$ cat src/rtl/axi_lite_arbiter.sv
// N-to-1 AXI4-Lite arbiter: independent round-robin read and write paths,
// one outstanding transaction per direction, grants registered in the IDLE states.
module axi_lite_arbiter #(
  parameter int unsigned NUM_MASTERS = 2
) (
  input  logic                        clk,
  input  logic                        reset,
  // upstream ports, master i occupies slice i of each vector
  input  logic [NUM_MASTERS-1:0]      m_arvalid,
  output logic [NUM_MASTERS-1:0]      m_arready,
  input  logic [NUM_MASTERS*32-1:0]   m_araddr,
  output logic [NUM_MASTERS-1:0]      m_rvalid,
  input  logic [NUM_MASTERS-1:0]      m_rready,
  output logic [NUM_MASTERS*32-1:0]   m_rdata,
  output logic [NUM_MASTERS*2-1:0]    m_rresp,
  input  logic [NUM_MASTERS-1:0]      m_awvalid,
  output logic [NUM_MASTERS-1:0]      m_awready,
  input  logic [NUM_MASTERS*32-1:0]   m_awaddr,
  input  logic [NUM_MASTERS-1:0]      m_wvalid,
  output logic [NUM_MASTERS-1:0]      m_wready,
  input  logic [NUM_MASTERS*32-1:0]   m_wdata,
  input  logic [NUM_MASTERS*4-1:0]    m_wmask,
  output logic [NUM_MASTERS-1:0]      m_bvalid,
  input  logic [NUM_MASTERS-1:0]      m_bready,
  output logic [NUM_MASTERS*2-1:0]    m_bresp,
  // downstream port
  output logic                        s_arvalid,
  input  logic                        s_arready,
  output logic [31:0]                 s_araddr,
  input  logic                        s_rvalid,
  output logic                        s_rready,
  input  logic [31:0]                 s_rdata,
  input  logic [1:0]                  s_rresp,
  output logic                        s_awvalid,
  input  logic                        s_awready,
  output logic [31:0]                 s_awaddr,
  output logic                        s_wvalid,
  input  logic                        s_wready,
  output logic [31:0]                 s_wdata,
  output logic [3:0]                  s_wmask,
  input  logic                        s_bvalid,
  output logic                        s_bready,
  input  logic [1:0]                  s_bresp
);

  localparam int unsigned OW = $clog2(NUM_MASTERS);

  typedef enum logic [1:0] {R_IDLE, R_ADDR, R_DATA} rd_state_t;
  typedef enum logic [1:0] {W_IDLE, W_ADDR, W_RESP} wr_state_t;

  rd_state_t       rd_state;
  wr_state_t       wr_state;
  logic [OW-1:0]   rd_owner, rd_ptr, wr_owner, wr_ptr;
  logic            aw_done, w_done;
  logic            aw_hs, w_hs;

  // First requester strictly after ptr, wrapping around.
  function automatic logic [OW-1:0] rr_pick(input logic [NUM_MASTERS-1:0] req,
                                            input logic [OW-1:0] ptr);
    logic [OW-1:0] win;
    logic          found;
    int unsigned   idx;
    win   = ptr;
    found = 1'b0;
    for (int unsigned k = 1; k <= NUM_MASTERS; k++) begin
      idx = (32'(ptr) + k) % NUM_MASTERS;
      if (!found && req[idx[OW-1:0]]) begin
        win   = idx[OW-1:0];
        found = 1'b1;
      end
    end
    return win;
  endfunction

  always_ff @(posedge clk) begin
    if (!reset) begin
      rd_state <= R_IDLE;
      rd_owner <= '0;
      rd_ptr   <= OW'(NUM_MASTERS - 1);
    end else begin
      case (rd_state)
        R_IDLE: if (|m_arvalid) begin
          rd_owner <= rr_pick(m_arvalid, rd_ptr);
          rd_state <= R_ADDR;
        end
        R_ADDR: if (s_arvalid && s_arready) rd_state <= R_DATA;
        R_DATA: if (s_rvalid && s_rready) begin
          rd_ptr   <= rd_owner;
          rd_state <= R_IDLE;
        end
        default: rd_state <= R_IDLE;
      endcase
    end
  end

  always_ff @(posedge clk) begin
    if (!reset) begin
      wr_state <= W_IDLE;
      wr_owner <= '0;
      wr_ptr   <= OW'(NUM_MASTERS - 1);
      aw_done  <= 1'b0;
      w_done   <= 1'b0;
    end else begin
      case (wr_state)
        W_IDLE: if (|(m_awvalid | m_wvalid)) begin
          wr_owner <= rr_pick(m_awvalid | m_wvalid, wr_ptr);
          wr_state <= W_ADDR;
        end
        W_ADDR: begin
          if (aw_hs) aw_done <= 1'b1;
          if (w_hs)  w_done  <= 1'b1;
          if ((aw_done || aw_hs) && (w_done || w_hs)) wr_state <= W_RESP;
        end
        W_RESP: if (s_bvalid && s_bready) begin
          aw_done  <= 1'b0;
          w_done   <= 1'b0;
          wr_ptr   <= wr_owner;
          wr_state <= W_IDLE;
        end
        default: wr_state <= W_IDLE;
      endcase
    end
  end

  // Owner muxing is unrolled over masters so every slice index is constant.
  always_comb begin
    m_arready = '0;
    m_rvalid  = '0;
    m_rdata   = '0;
    m_rresp   = '0;
    s_arvalid = 1'b0;
    s_araddr  = '0;
    s_rready  = 1'b0;
    for (int unsigned i = 0; i < NUM_MASTERS; i++) begin
      if (OW'(i) == rd_owner) begin
        if (rd_state == R_ADDR) begin
          s_arvalid    = m_arvalid[i];
          s_araddr     = m_araddr[i*32 +: 32];
          m_arready[i] = s_arready;
        end
        if (rd_state == R_DATA) begin
          m_rvalid[i]          = s_rvalid;
          m_rdata[i*32 +: 32]  = s_rdata;
          m_rresp[i*2 +: 2]    = s_rresp;
          s_rready             = m_rready[i];
        end
      end
    end
  end

  always_comb begin
    m_awready = '0;
    m_wready  = '0;
    m_bvalid  = '0;
    m_bresp   = '0;
    s_awvalid = 1'b0;
    s_awaddr  = '0;
    s_wvalid  = 1'b0;
    s_wdata   = '0;
    s_wmask   = '0;
    s_bready  = 1'b0;
    for (int unsigned i = 0; i < NUM_MASTERS; i++) begin
      if (OW'(i) == wr_owner) begin
        if (wr_state == W_ADDR) begin
          s_awvalid    = m_awvalid[i] && !aw_done;
          s_awaddr     = m_awaddr[i*32 +: 32];
          m_awready[i] = s_awready && !aw_done;
          s_wvalid     = m_wvalid[i] && !w_done;
          s_wdata      = m_wdata[i*32 +: 32];
          s_wmask      = m_wmask[i*4 +: 4];
          m_wready[i]  = s_wready && !w_done;
        end
        if (wr_state == W_RESP) begin
          m_bvalid[i]       = s_bvalid;
          m_bresp[i*2 +: 2] = s_bresp;
          s_bready          = m_bready[i];
        end
      end
    end
    aw_handshake_calc: begin
      aw_hs = s_awvalid && s_awready;
      w_hs  = s_wvalid && s_wready;
    end
  end

endmodule

$ cat config.mk
export PLATFORM = sky130hd
export DESIGN_NAME = axi_lite_arbiter
export DESIGN_NICKNAME = d
export VERILOG_FILES = /design/src/rtl/axi_lite_arbiter.sv
export SDC_FILE = /design/constraint.sdc
export NUM_CORES = 1
export LEC_CHECK = 0
export CAP_MARGIN = 25
export CORE_AREA = 2 2 172 174
export DETAILED_ROUTE_END_ITERATION = 10
export DIE_AREA = 0 0 174 176
export DONT_BUFFER_PORTS = 1
export GPL_TIMING_DRIVEN = 0
export SYNTH_ARGS = -nofsm -noshare
export SYNTH_HDL_FRONTEND = slang
export SYNTH_SLANG_ARGS = --single-unit
export TNS_END_PERCENT = 10
$ cat constraint.sdc
create_clock -name clk -period 3 [get_ports clk]
set_input_delay 0.3 -clock clk [delete_from_list [all_inputs] [get_ports clk]]
set_output_delay 0.3 -clock clk [all_outputs]
set_load 0.03 [all_outputs]
==> results by group, run 1 <==
Logic synthesis
  • Largest area contributor in the netlist: mux2i_1
  • Sequential-to-total area share from yosys stat: 0.07689
  • Distinct cells, synth: 35
  • Post-synth top area share: 0.3998
  • Yosys warning count: 0
  • Main area contributors after synthesis: mux2i_1, and2_1, nor2_1
  • Synthesized area per cell: 6.763 um^2
  • Net count after synthesis: 638
  • Post-synth top flop: dfxtp_1
  • Number of flops mapped to enable cells by yosys: 0
  • Mapped Cells: 385
  • #FFs+latches synth: 10
  • Post-Synthesis Cell Area: 2604 um^2
  • Asr flop ratio synth: 0

Timing
  • Min cycle time layout: 2.450 ns
  • Max-slew headroom: 0.3423
  • Final Max Tran Viols: 0
  • # setup viols final: 0
  • Max Freq: 408.1 MHz
  • Slew @ Worst Pin: 0.9845 ns
  • Setup TNS: 0 ns
  • Final hold slack: 0.1313 ns
  • Hold Fails Final Rpt: 0
  • RSZ-0062 raised after global routing: no
  • Worst Clk Skew: around 0.00060 ns
  • Crit share post-route: 0.8168

Cells and area
  • # fillers: 3327
  • Fin nets: 644
  • Share of layout cells above drive strength 1: 0.06667
  • Layout area overhead: 23.02%
  • Area of the multi-input gates: 2256 um^2
  • Most common cell after layout, fill and taps aside: nor2_1
  • FF+latch area: around 200 um^2
  • Most frequent cells in the layout: nor2_1, mux2i_1, and2_1

Drt
  • Vias after detailed routing: 3014
  • Vias per cell: 3.884
  • DRT Wirelength: 15950 um
  • DRT Pass-1 Iters: 4
  • Antenna Nets Post-Route: 0
  • Initial DRC Count: 130
  • Drt drc: 0
  • Wire per inst: 20.55 um

Placed design
  • Dpl hpwl: 14290 um
  • IO Port Bufs: 0
  • GP Congestion: 0.9668

Floorplan
  • Die Area: between 30000 and 40000 um^2
  • Initial core utilization: 0.09121
  • Chip height: between 150 and 200 um
  • Die width: 174 um
  • Cell Rows: 62
  • Io pins: 440
  • Placeable Area: 28550 um^2

Power and ir drop
  • Static leakage: 1.021 nW
  • Power per cell area: 320.6 nW/um^2
  • Post-layout power: 1.027 mW
  • Worst vdd ir: 0.1312 mV

CTS
  • TritonCTS clock tree: built
  • # resized after CTS: 0
  • Post-cts hold buffer count: 0
  • CTS max path bufs: 2
  • Clock tree sinks: 10
  • Level count of the clock H-tree: 1
  • Total setup buffers inserted after CTS: 0
  • CTS Root Cell: clkbuf_16
  • Latest clock arrival within the worst-skew pair: 0.25 ns
  • CTS Buf Count: 3
  • Worst-path clk slew: 0.05 ns

Critical path
  • CP arrival: 2.15 ns
  • Critical path required time: 2.70 ns
  • Worst Setup SP: rd_state[0]
  • Reg2Reg Setup Slack: 1.54 ns
  • Critical Path Start Type: register
  • R2r startpoint: wr_owner
  • CP endpoint kind: primary output
  • Setup CP Type: register to primary output
  • Critical Path Fanout Max: 10

Global route
  • Grt ovf: 0
  • Largest net degree at the start of global routing: 11
  • GRT Total Usage: 0.09340
  • Vias in the first global route: 2758
  • First-pass GRT wire length: 20000 um
  • Initial antenna violation count: 3

Worst hold path
  • Hold Path Class: input pin to register
  • Hold wc startpoint: reset

Job
  • Max cap viols: 0

Run status
  • Run status: finished clean
[worst max-delay path: stages (launching register included)]
cell,delay [ns]
dfxtp_1,0.35
nand2b_1,0.24
nor2_1,0.44
clkbuf_1,0.36
and2_1,0.51
[synthesized netlist by cell type, types with 2 or more instances]
cell,count
a31oi_1,2
a32oi_1,2
and2_1,71
buf_2,12
clkbuf_1,17
dfxtp_1,10
inv_1,6
mux2_2,2
mux2i_1,104
nand2_1,10
nand2b_1,6
nor2_1,115
nor2b_1,2
nor3_1,3
nor3b_1,3
[worst paths after layout]
kind / endpoint / depth (start not counted)
max: m_rdata[22] / 4
min: wr_ptr / 1
max reg2reg: wr_state[0] / 5
min reg2reg: rd_ptr / 2
[cells by family (layout without fill, tap and decap cells)]
family,Yosys count,count (layout),share of synthesized area
and+or+nand+nor,218,218,0.4080
other,0,2,0
DFF,10,10,0.07689
muxes,107,107,0.4142
AOI/OAI and AO/OA,13,13,0.03749
buffers and inverters,37,42,0.06343
[routing by layer]
metal  track usage  wire (um)  vias to the layer above
met3       0.02649       1282                       32
met2        0.1828       8524                      295
li1              -          -                     1297
met4       0.04132        651                        2
met1       0.09071       5473                     1388
met5             0         13                        -
[layout make-up]
cell class / instances / area share
inverter: 6 / 0.007031
timing repair buffer: 1 / 0.002344
buffer: 31 / 0.04453
antenna: 2 / 0.001563
multi-input combinational: 338 / 0.7043
clock buffer: 4 / 0.02773
tap: 384 / 0.1500
sequential: 10 / 0.06250
[state kept, by name (all words and copies together), names as in the netlist]
name	count
rd_state	2
wr_state	2
aw_done	1
rd_owner	1
rd_ptr	1
w_done	1
wr_owner	1
wr_ptr	1
[through the flow]
stage	area, um^2	setup slack [ns]	std cells	util
CTS	3198	0.5224	774	0.1120
floorplan	2604	0.9406	385	-
global route	3201	0.4081	775	0.1121
detailed placement	3109	0.7896	770	0.1089
global placement	3084	0.3272	769	0.1080
finish	3203	0.5495	776	0.1122
[power by group]
group / switching, mW / internal, mW / total (mW)
clock network: 0.0744 / 0.202 / 0.276
logic: 0.472 / 0.132 / 0.604
registers: 0.00692 / 0.140 / 0.147
total: 0.553 / 0.474 / 1.03
Note: power is estimated with default switching activity, not from simulation.
==> run 2: changes to the inputs <==
clock period = 2.3 ns   (was 3 ns; I/O delays follow)
==> run 2 against run 1 <==
Total power rose by 32%. Highest routed layer unchanged. Register-to-register slack got worse by 0.70 ns. First-iteration DRC count fell by 0.77%. Sequential share of layout area fell by 0.17 points. Design area rose by 2.8%. Sequential power rose by 31%. Combinational power rose by 34%. Largest power group unchanged. Setup slack got worse by 0.52 ns. Clock power rose by 30%. Final cell count did not move. Non-clock buffer count did not move. Clock skew did not move.
==> results by group, run 2 (synthesis results as in run 1) <==
Power and ir drop
  • Static leakage: 1.030 nW (+0.88%)
  • NetSw: 733.6 uW (+33%)
  • Internal power: 626.3 uW (+32%)
  • Sw Ratio: 0.5395 (+0.0006982)
  • Logic pwr share: 0.594 (+0.006)
  • Clk pwr share: 0.265 (-0.004)
  • Flop pwr share: 0.141 (-0.002)
  • Worst vdd ir: 0.1711 mV (+30%)
  • Power per cell area: 413.1 nW/um^2 (+29%)

CTS
  • Level count of the clock H-tree: 1 (unchanged)
  • TritonCTS clock tree: built
  • Clock tree sinks: 10 (unchanged)
  • Total setup buffers inserted after CTS: 0 (unchanged)
  • Latest clock arrival within the worst-skew pair: 0.25 ns (about the same)
  • CTS Root Cell: clkbuf_16
  • Post-cts hold buffer count: 0 (unchanged)
  • CTS max path bufs: 2 (unchanged)
  • CTS Buf Count: 3 (unchanged)
  • Worst-path clk slew: 0.05 ns (about the same)
  • # resized after CTS: 11 (+11)

Critical path
  • Critical Path Fanout Max: 10 (unchanged)
  • CP arrival: 2.04 ns (-0.11 ns)
  • Critical Path Start Type: register
  • CP endpoint kind: primary output
  • Worst Setup SP: rd_owner
  • R2r startpoint: wr_state[0]
  • Critical path required time: 2.07 ns (-0.63 ns)
  • Reg2Reg Setup Slack: 0.84 ns (-0.70 ns)
  • Setup CP Type: register to primary output

Timing
  • # setup viols final: 0 (unchanged)
  • RSZ-0062 raised after global routing: yes
  • Slew @ Worst Pin: 0.9840 ns (-0.0004420 ns)
  • Final Max Tran Viols: 0 (unchanged)
  • Setup TNS: 0 ns (unchanged)
  • Min cycle time layout: 2.268 ns
  • Crit share post-route: 0.9862
  • Max Freq: 440.9 MHz
  • Max-slew headroom: 0.3426 (about the same)
  • Worst Clk Skew: 0.0005979 ns (unchanged)
  • Hold Fails Final Rpt: 0 (unchanged)

Drt
  • DRT Wirelength: 15870 um (-0.45%)
  • Drt drc: 0 (unchanged)
  • Wire per inst: 20.46 um (-0.45%)
  • Vias per cell: 3.867 (-0.43%)
  • Antenna Nets Post-Route: 0 (unchanged)
  • Vias after detailed routing: 3001 (-0.43%)
  • Initial DRC Count: 129 (-0.77%)
  • DRT Pass-1 Iters: 4 (unchanged)

Floorplan
  • Cell Rows: 62 (unchanged)
  • Initial core utilization: 0.09121 (unchanged)
  • Die Area: 30620 um^2 (unchanged)
  • Die width: 174 um (unchanged)
  • Io pins: 440 (unchanged)
  • Chip height: 176 um (unchanged)
  • Placeable Area: 28550 um^2 (unchanged)

Run status
  • Run status: finished clean

Cells and area
  • Fin cells: 776 (unchanged)
  • Most common cell after layout, fill and taps aside: mux2i_1
  • Fin nets: 644 (unchanged)
  • Top flop regs: rd_state: 2 flops, wr_state: 2 flops
  • Most frequent cells in the layout: mux2i_1, nor2_1, and2_1
  • Layout area overhead: 26.43%
  • Share of layout cells above drive strength 1: 0.1692 (+0.1026)
  • Cell area after layout: 3292 um^2 (+2.8%)
  • # fillers: 3314 (-0.39%)

Global route
  • Initial antenna violation count: 3 (unchanged)
  • Grt ovf: 0 (unchanged)
  • Met3 GRT Util: 0.02606 (-0.0004307)
  • GRT Total Usage: 0.09326 (-0.0001375)
  • Grt met2 use: 0.1821 (-0.0006640)
  • GRT busiest layer: met2
  • Met1 usage: 0.09045 (-0.0002607)
  • First-pass GRT wire length: 19950 um (-0.25%)
  • Largest net degree at the start of global routing: 11 (unchanged)
  • Vias in the first global route: 2764 (+0.22%)

Placed design
  • GP Congestion: 0.9668 (unchanged)
  • Cell count after placement: 770 (unchanged)
  • DP Area: 3109 um^2 (unchanged)
  • IO Port Bufs: 0 (unchanged)
  • Dpl hpwl: 14290 um (unchanged)

Job
  • Max cap viols: 0 (unchanged)

Worst hold path
  • Hold Path Class: input pin to register
  • Hold wc startpoint: reset
-- run 2: cell count changes in the layout (fill, tap and decap cells not counted), sizes merged --
cell    before  now
buf         15   13
clkbuf      21   23
-- run 2: final timing paths --
check	end	cells past startpoint
worst min-delay path	wr_ptr	1
worst max register to register	wr_ptr	5
worst min register to register	rd_ptr	2
worst max-delay path	m_rdata[47]	5
-- run 2: routing by layer --
metal | share of wire | wire [um]
met2 | 0.53 | 8388
met1 | 0.34 | 5366
met3 | 0.082 | 1301
met4 | 0.051 | 804
met5 | 0.00082 | 13
-- run 2: per-stage QoR --
step           setup WS (ns)    util  hold slack, ns  power (mW)
4_1_cts             0.002466  0.1129         0.05123       1.368
6_report             0.03182  0.1153         0.05494       1.360
2_1_floorplan         0.3106       -          0.2919      0.8677
3_5_place_dp          0.1596  0.1089          0.3075      0.9859
5_1_grt             -0.07459  0.1152         0.05653       1.430
3_3_place_gp         -0.3028  0.1080          0.3037      0.9775
-- run 2: final cells by class --
| type | instances | area (um^2) | share of cell area |
|---|---|---|---|
| antenna | 2 | 5.005 | 0.001520 |
| buffer | 31 | 148.9 | 0.04523 |
| clock buffer | 4 | 88.84 | 0.02699 |
| inverter | 6 | 22.52 | 0.006841 |
| multi-input combinational | 338 | 2338 | 0.7104 |
| sequential | 10 | 200.2 | 0.06081 |
| tap | 384 | 480.5 | 0.1460 |
| timing repair buffer | 1 | 7.507 | 0.002280 |
-- run 2: critical path, cell delays in order (launching register included) --
cell	delay (ns)
dfxtp_1	0.36
buf_2	0.30
inv_1	0.11
nor2_2	0.31
clkbuf_1	0.35
and2_1	0.37
-- run 2: power groups by stage --
| stage | Combinational [mW] | Clock, mW | Sequential (mW) |
|---|---|---|---|
| 5_1_grt | 0.850 | 0.387 | 0.193 |
| 4_1_cts | 0.799 | 0.377 | 0.192 |
| 2_1_floorplan | 0.676 | 0 | 0.192 |
| 6_report | 0.807 | 0.360 | 0.192 |
| 3_3_place_gp | 0.783 | 0 | 0.194 |
| 3_5_place_dp | 0.791 | 0 | 0.195 |
==> run 3: changes to the inputs <==
TNS_END_PERCENT = 20   (was 10)
==> run 3 against run 2 <==
Wire length increased by 0.26%. Flip-flop and latch count unchanged. Core utilization barely moved. Combinational power is essentially flat. Design area hardly changed. Die area is the same. Clock power about the same. Sequential share of layout area is essentially flat. Critical endpoint is now s_awaddr[15]. Setup slack gained 0.044 ns. Highest routed layer unchanged. Maximum frequency rose by 2.0%. Largest cell class unchanged. Sequential power barely moved. Non-clock buffer count did not move.
==> results by group, run 3 (synthesis results as in run 1) <==
Run status
  • Run status: finished clean

Critical path
  • CP arrival: 1.99 ns (-0.05 ns)
  • Critical Path Start Type: register
  • Critical Path Fanout Max: 10 (unchanged)
  • Critical path required time: 2.07 ns (about the same)
  • Setup CP Type: register to primary output
  • CP endpoint kind: primary output

Floorplan
  • Die Area: 30620 um^2 (unchanged)
  • Placeable Area: 28550 um^2 (unchanged)
  • Die width: 174 um (unchanged)
  • Initial core utilization: 0.09121 (unchanged)
  • Cell Rows: 62 (unchanged)
  • Chip height: 176 um (unchanged)
  • Io pins: 440 (unchanged)

Power and ir drop
  • Worst vdd ir: 0.1712 mV (about the same)
  • Post-layout power: 1.360 mW (about the same)
  • Power per cell area: 412.8 nW/um^2 (about the same)
  • Static leakage: 1.037 nW (+0.72%)

Timing
  • Max Freq: 449.7 MHz (+2.0%)
  • Crit share post-route: 0.9668 (-0.01934)
  • Setup TNS: 0 ns (unchanged)
  • Worst Clk Skew: 0.0005979 ns (unchanged)
  • RSZ-0062 raised after global routing: yes
  • Slew @ Worst Pin: 0.9845 ns (+0.0004500 ns)
  • Final Max Tran Viols: 0 (unchanged)
  • # setup viols final: 0 (unchanged)
  • Min cycle time layout: 2.224 ns (-0.04448 ns)
  • Worst Slack Setup Final: 0.07630 ns (+0.04448 ns)
  • Hold Fails Final Rpt: 0 (unchanged)
  • Max-slew headroom: 0.3423 (about the same)

Drt
  • DRT Pass-1 Iters: 4 (unchanged)
  • DRT Wirelength: 15920 um (+0.26%)
  • Initial DRC Count: 136 (+5.4%)
  • Drt drc: 0 (unchanged)
  • Antenna Nets Post-Route: 0 (unchanged)
  • Vias per cell: 3.884 (+0.43%)
  • Wire per inst: 20.51 um (+0.26%)
  • Vias after detailed routing: 3014 (+0.43%)

Placed design
  • GP Congestion: 0.9668 (unchanged)
  • IO Port Bufs: 0 (unchanged)
  • Dpl ws: 0.1596 ns (unchanged)
  • Dpl hpwl: 14290 um (unchanged)
  • DP Area: 3109 um^2 (unchanged)

Cells and area
  • Share of layout cells above drive strength 1: 0.1769 (+0.007692)
  • Layout area overhead: 26.53% (about the same)
  • Top flop regs: rd_state: 2 flops, wr_state: 2 flops
  • Most common cell after layout, fill and taps aside: mux2i_1
  • Most frequent cells in the layout: mux2i_1, nor2_1, and2_1
  • Cell area after layout: 3294 um^2 (about the same)
  • Fin nets: 644 (unchanged)

Global route
  • Initial antenna violation count: 3 (unchanged)
  • Vias in the first global route: 2764 (unchanged)
  • Largest net degree at the start of global routing: 11 (unchanged)
  • Grt ovf: 0 (unchanged)
  • First-pass GRT wire length: 19950 um (unchanged)
  • GRT Total Usage: 0.09326 (unchanged)

Worst hold path
  • Hold Path Class: input pin to register

CTS
  • TritonCTS clock tree: built
  • CTS max path bufs: 2 (unchanged)
  • Latest clock arrival within the worst-skew pair: 0.25 ns (about the same)
  • CTS Root Cell: clkbuf_16
  • CTS Buf Count: 3 (unchanged)
  • Level count of the clock H-tree: 1 (unchanged)
  • Clock tree sinks: 10 (unchanged)
  • Worst-path clk slew: 0.05 ns (about the same)

Job
  • Max cap viols: 0 (unchanged)
[run 3: path summary, 6_finish.rpt]
path / slack (ns) / endpoint / cells after the start / start
min reg2reg: 0.49 / rd_ptr / 2 / rd_ptr
max reg2reg: 0.84 / wr_ptr / 5 / wr_state[0]
min: 0.06 / wr_ptr / 1 / reset
max: 0.08 / s_awaddr[15] / 5 / wr_owner
[run 3: final cells by class]
cell class                      instances  area [um^2]
Multi-Input combinational cell        338         2341
Buffer                                 31        148.9
Tap cell                              384        480.5
Antenna cell                            2        5.005
Clock buffer                            4        88.84
Inverter                                6        22.52
Fill cell                            3313        25250
Sequential cell                        10        200.2
Timing Repair Buffer                    1        7.507
[run 3: what timing repair did]
action	4_1_cts	5_1_grt
hold buffers	0	0
setup buffers	0	0
resized for setup	11	35
setup endpoints to repair	12	74
[run 3: per-stage QoR]
stage                     hold WS (ns)  instances    util
after detailed placement        0.3075        770  0.1089
after global routing           0.05653        775  0.1153
after floorplan                 0.2919        385       -
after global placement          0.3037        769  0.1080
after CTS                      0.05123        774  0.1129
final                          0.05613        776  0.1154
[run 3: power by group]
| group | internal (mW) | switching (mW) |
|---|---|---|
| registers | 0.183 | 0.00895 |
| clock network | 0.263 | 0.0969 |
| logic | 0.180 | 0.628 |
[run 3: critical path, stage by stage (launching register included)]
cell and delay, ns:
dfxtp_1 0.30, buf_4 0.18, buf_2 0.30, clkbuf_4 0.34, mux2i_1 0.44, nor2_2 0.17
[run 3: routing by layer]
metal	track usage	routed length [um]	vias to the layer above	part of all wire
li1	-	-	1296	-
met1	0.09045	5334	1384	0.34
met2	0.1821	8409	296	0.53
met3	0.02606	1354	36	0.085
met4	0.04307	803	2	0.050
met5	0	13	-	0.00082
==> RTL change 1 (flow settings as in run 2) <==
Re-encode `wr_state_t` (3 states) as one-hot, 3 bits wide.
--- a/src/rtl/axi_lite_arbiter.sv
+++ b/src/rtl/axi_lite_arbiter.sv
@@ -46,7 +46,7 @@
   localparam int unsigned OW = $clog2(NUM_MASTERS);
 
   typedef enum logic [1:0] {R_IDLE, R_ADDR, R_DATA} rd_state_t;
-  typedef enum logic [1:0] {W_IDLE, W_ADDR, W_RESP} wr_state_t;
+  typedef enum logic [2:0] {W_IDLE = 3'b001, W_ADDR = 3'b010, W_RESP = 3'b100} wr_state_t;
 
   rd_state_t       rd_state;
   wr_state_t       wr_state;
Behaviour: same outputs for any inputs over 4 cycles, from zero or initial values and one cycle with reset low; so few cycles prove little.
==> RTL change 1 against run 2 <==
  * Total power increased by 24%
  * Synthesized cell count increased by 1.3%
  * Sequential cell count increased by 1
  * Sequential share of layout area increased by 0.43 points
  * Wire length increased by 18%
  * Count of clock-buffer cells in the layout decreased by 1
  * Final area increased by 2.8%
  * Area after synthesis increased by 3.8%
  * Setup slack improved by 0.015 ns
  * First-iteration DRC count decreased by 31%
  * Highest routed layer unchanged
==> RTL change 1: results (changes against run 2) <==
hold_path:
  worst_hold_path.endpoint: "rd_state[0]"  # was wr_ptr
  min_path_type: "in2reg"  # unchanged
final_layout:
  largest_registers: "wr_state: 3 flops, rd_state: 2 flops"  # was rd_state: 2 flops, wr_state: 2 flops
  inverters: 6  # unchanged
  post_route_cells_drive_above_1_share_pct: 14.5  # was 16.9%
  multi_input_area_sq_um: 2420  # was 2340 sq um
  numSequentialCells: 11  # was 10
  layout.nets: 648  # was 644
  diodes: 6  # was 2
  final-clk-cell-share_pct: 2.37  # was 2.70%
  clkbuf_count: 3  # was 4
  nMultiInputCombCells: 341  # was 338
  buffer_area_share_pct: 4.33  # was 4.75%
placed_design:
  gp_congestion: 0.922  # was 0.967
  dpl_cell_area_sq_um: 3210  # was 3110 sq um
  pre_cts_ws_ns: -0.169  # was 0.160 ns
  dp_hpwl_um: 17200  # was 14300 um
worst_setup_path:
  reg2reg_setup_slack_ns: 0.48  # was 0.84 ns
  worstReg2RegEnd: "wr_owner"  # was wr_ptr
  rr_startpoint: "wr_owner"  # was wr_state[0]
  slowest_stage: "and2_2"  # was and2_1
yosys:
  synthesis.nets: 643  # was 638
  synthTopCellsByArea: "mux2i_1, and2_1, nor2_1"  # unchanged
  yosysSeqAreaShare_pct: 8.15  # was 7.69%
  synthTopCellsByCount: "nor2_1, mux2i_1, and2_1"  # unchanged
route:
  route.detailed.wl_per_inst_um: 23.9  # was 20.5 um
  drt-initial-drc-count: 89  # was 129
  dr.pass1.iters: 5  # was 4
  via_per_inst: 3.93  # was 3.87
run_status:
  status: "finished clean"  # unchanged
cts:
  clk_path_buf_depth: 2  # unchanged
timing:
  clock_skew_ns: 0.000330  # was 0.000598 ns
  slew_headroom_pct: 35.7  # was 34.3%
  hold_slack_ns: 0.162  # was 0.0549 ns
global_routing:
  grt_pass1_vias: 2978  # was 2764
  grt_max_degree: 12  # was 11
  grt_antenna_before_repair: 5  # was 3
  grt_use_met1_pct: 10.5  # was 9.04%
  grt_pass1_wl_um: 23600  # was 19900 um
  grt_usage_pct: 11.2  # was 9.33%
  grtUsageMet2_pct: 22.7  # was 18.2%
pwr:
  vdd_drop_max_mv: 0.273  # was 0.171 mV
## RTL change 1: layer usage
layer | vias to the layer above | share of wire [%]
met5 | - | 0.048
met2 | 296 | 55
li1 | 1328 | -
met4 | 2 | 3.6
met3 | 33 | 7.9
met1 | 1426 | 34
## RTL change 1: timing repair
item / CTS / global route
gates resized for setup: 17 / 13
pin swaps: 1 / 0
endpoints found under the setup margin: 99 / 59
## RTL change 1: worst max-delay path by stage
stage               slack [ns]            to
finish                    0.05   m_rdata[49]
global route             -0.07   m_rdata[45]
CTS                      -0.05    s_wmask[0]
detailed placement       -0.17    s_wdata[1]
global placement         -0.54     s_awvalid
floorplan                 0.44  m_awready[0]
## RTL change 1: cell families (layout without fill, tap and decap cells)
group | Yosys count | count (layout) | share of synthesized area, %
flops | 11 | 11 | 8.15
simple gates | 217 | 217 | 41.4
compound gates | 18 | 18 | 5.28
mux | 106 | 106 | 39.4
buf+inv | 38 | 42 | 5.83
other cells | 0 | 6 | 0
## RTL change 1: worst reg2reg max path: cells and delay by family, from the launching register on
family | cells | cell delay [ns]
AO/OA/AOI/OAI | 2 | 0.38
buffers and inverters | 1 | 0.30
flip-flops | 1 | 0.33
multiplexers | 1 | 0.47
AND/OR/NAND/NOR | 1 | 0.25
## RTL change 1: where the power goes
group          total [uW]  switching, uW  internal, uW
logic                1120            831           292
clock network         321           90.6           231
registers             245           30.9           215
total                1690            952           737
## RTL change 1: through the flow
stage	TNS, ns	total power [uW]	cells	utilization (%)
floorplan	0	1140	390	-
global placement	-1.36	1340	774	11.2
detailed placement	-1.16	1360	775	11.2
CTS	-0.0489	1710	778	11.7
global route	-1.10	1790	781	11.8
finish	0	1690	784	11.9
==> RTL change 2 (flow settings as in run 2) <==
Made on the original files. Change the parameter `NUM_MASTERS` from 2 to 8.
--- a/src/rtl/axi_lite_arbiter.sv
+++ b/src/rtl/axi_lite_arbiter.sv
@@ -1,7 +1,7 @@
 // N-to-1 AXI4-Lite arbiter: independent round-robin read and write paths,
 // one outstanding transaction per direction, grants registered in the IDLE states.
 module axi_lite_arbiter #(
-  parameter int unsigned NUM_MASTERS = 2
+  parameter int unsigned NUM_MASTERS = 8
 ) (
   input  logic                        clk,
   input  logic                        reset,
Ports: changed (17 resized); port bits go from 440 to 1316. The function was not compared with the original's and may differ.
==> RTL change 2 against run 2 <==
  * The run now fails in I/O pin placement (3_2_place_iop)
  * Synthesized cell count grew to 3.8 times the old value
  * Area after synthesis grew to 3.5 times the old value
==> RTL change 2: results (changes against run 2) <==
yosys:
  synthesis.nets: 2347  # was 638
  yosysWarnings: 0  # unchanged
  yosysUniqueCellTypes: 67  # was 35
  ys_async_sr_fraction_pct: 0  # unchanged
  synthTopCellsByCount: "nor2_1, a222oi_1, clkbuf_1"  # was nor2_1, mux2i_1, and2_1
  ys_ff_latch: 18  # was 10
  synthTopCellsByArea: "nor2_1, a222oi_1, o22ai_1"  # was mux2i_1, and2_1, nor2_1
  yosysSeqAreaShare_pct: 3.96  # was 7.69%
  syn_area_per_cell_sq_um: 6.23  # was 6.76 sq um
  synthFlopType: "dfxtp_1"  # unchanged
run_status:
  status: "did not finish"  # was finished clean
  firstError: "[ERROR PPL-0024] Number of IO pins (1316) exceeds maximum number of available positions (626). Increase the die perimeter from 700.00um to 1789.76um."
  stop_stage: "I/O pin placement (3_2_place_iop)"
[RTL change 2: cell types whose count changed after synthesis, sizes merged, moves of 54 or more]
cell	run 2	this run
a21oi	0	92
a222oi	0	134
a22oi	0	68
clkbuf	17	134
mux2i	104	50
nand2	10	112
nor2	116	371
o211ai	1	76
o22ai	1	105
[RTL change 2: cell families after synthesis]
logic type / synth area share (%)
XOR/XNOR: 0.482
buffers and inverters: 7.51
AND/OR/NAND/NOR: 31.5
AO/OA/AOI/OAI: 43.9
flip-flops: 3.96
multiplexers: 12.1
adder cells (fa/ha/maj): 0.550
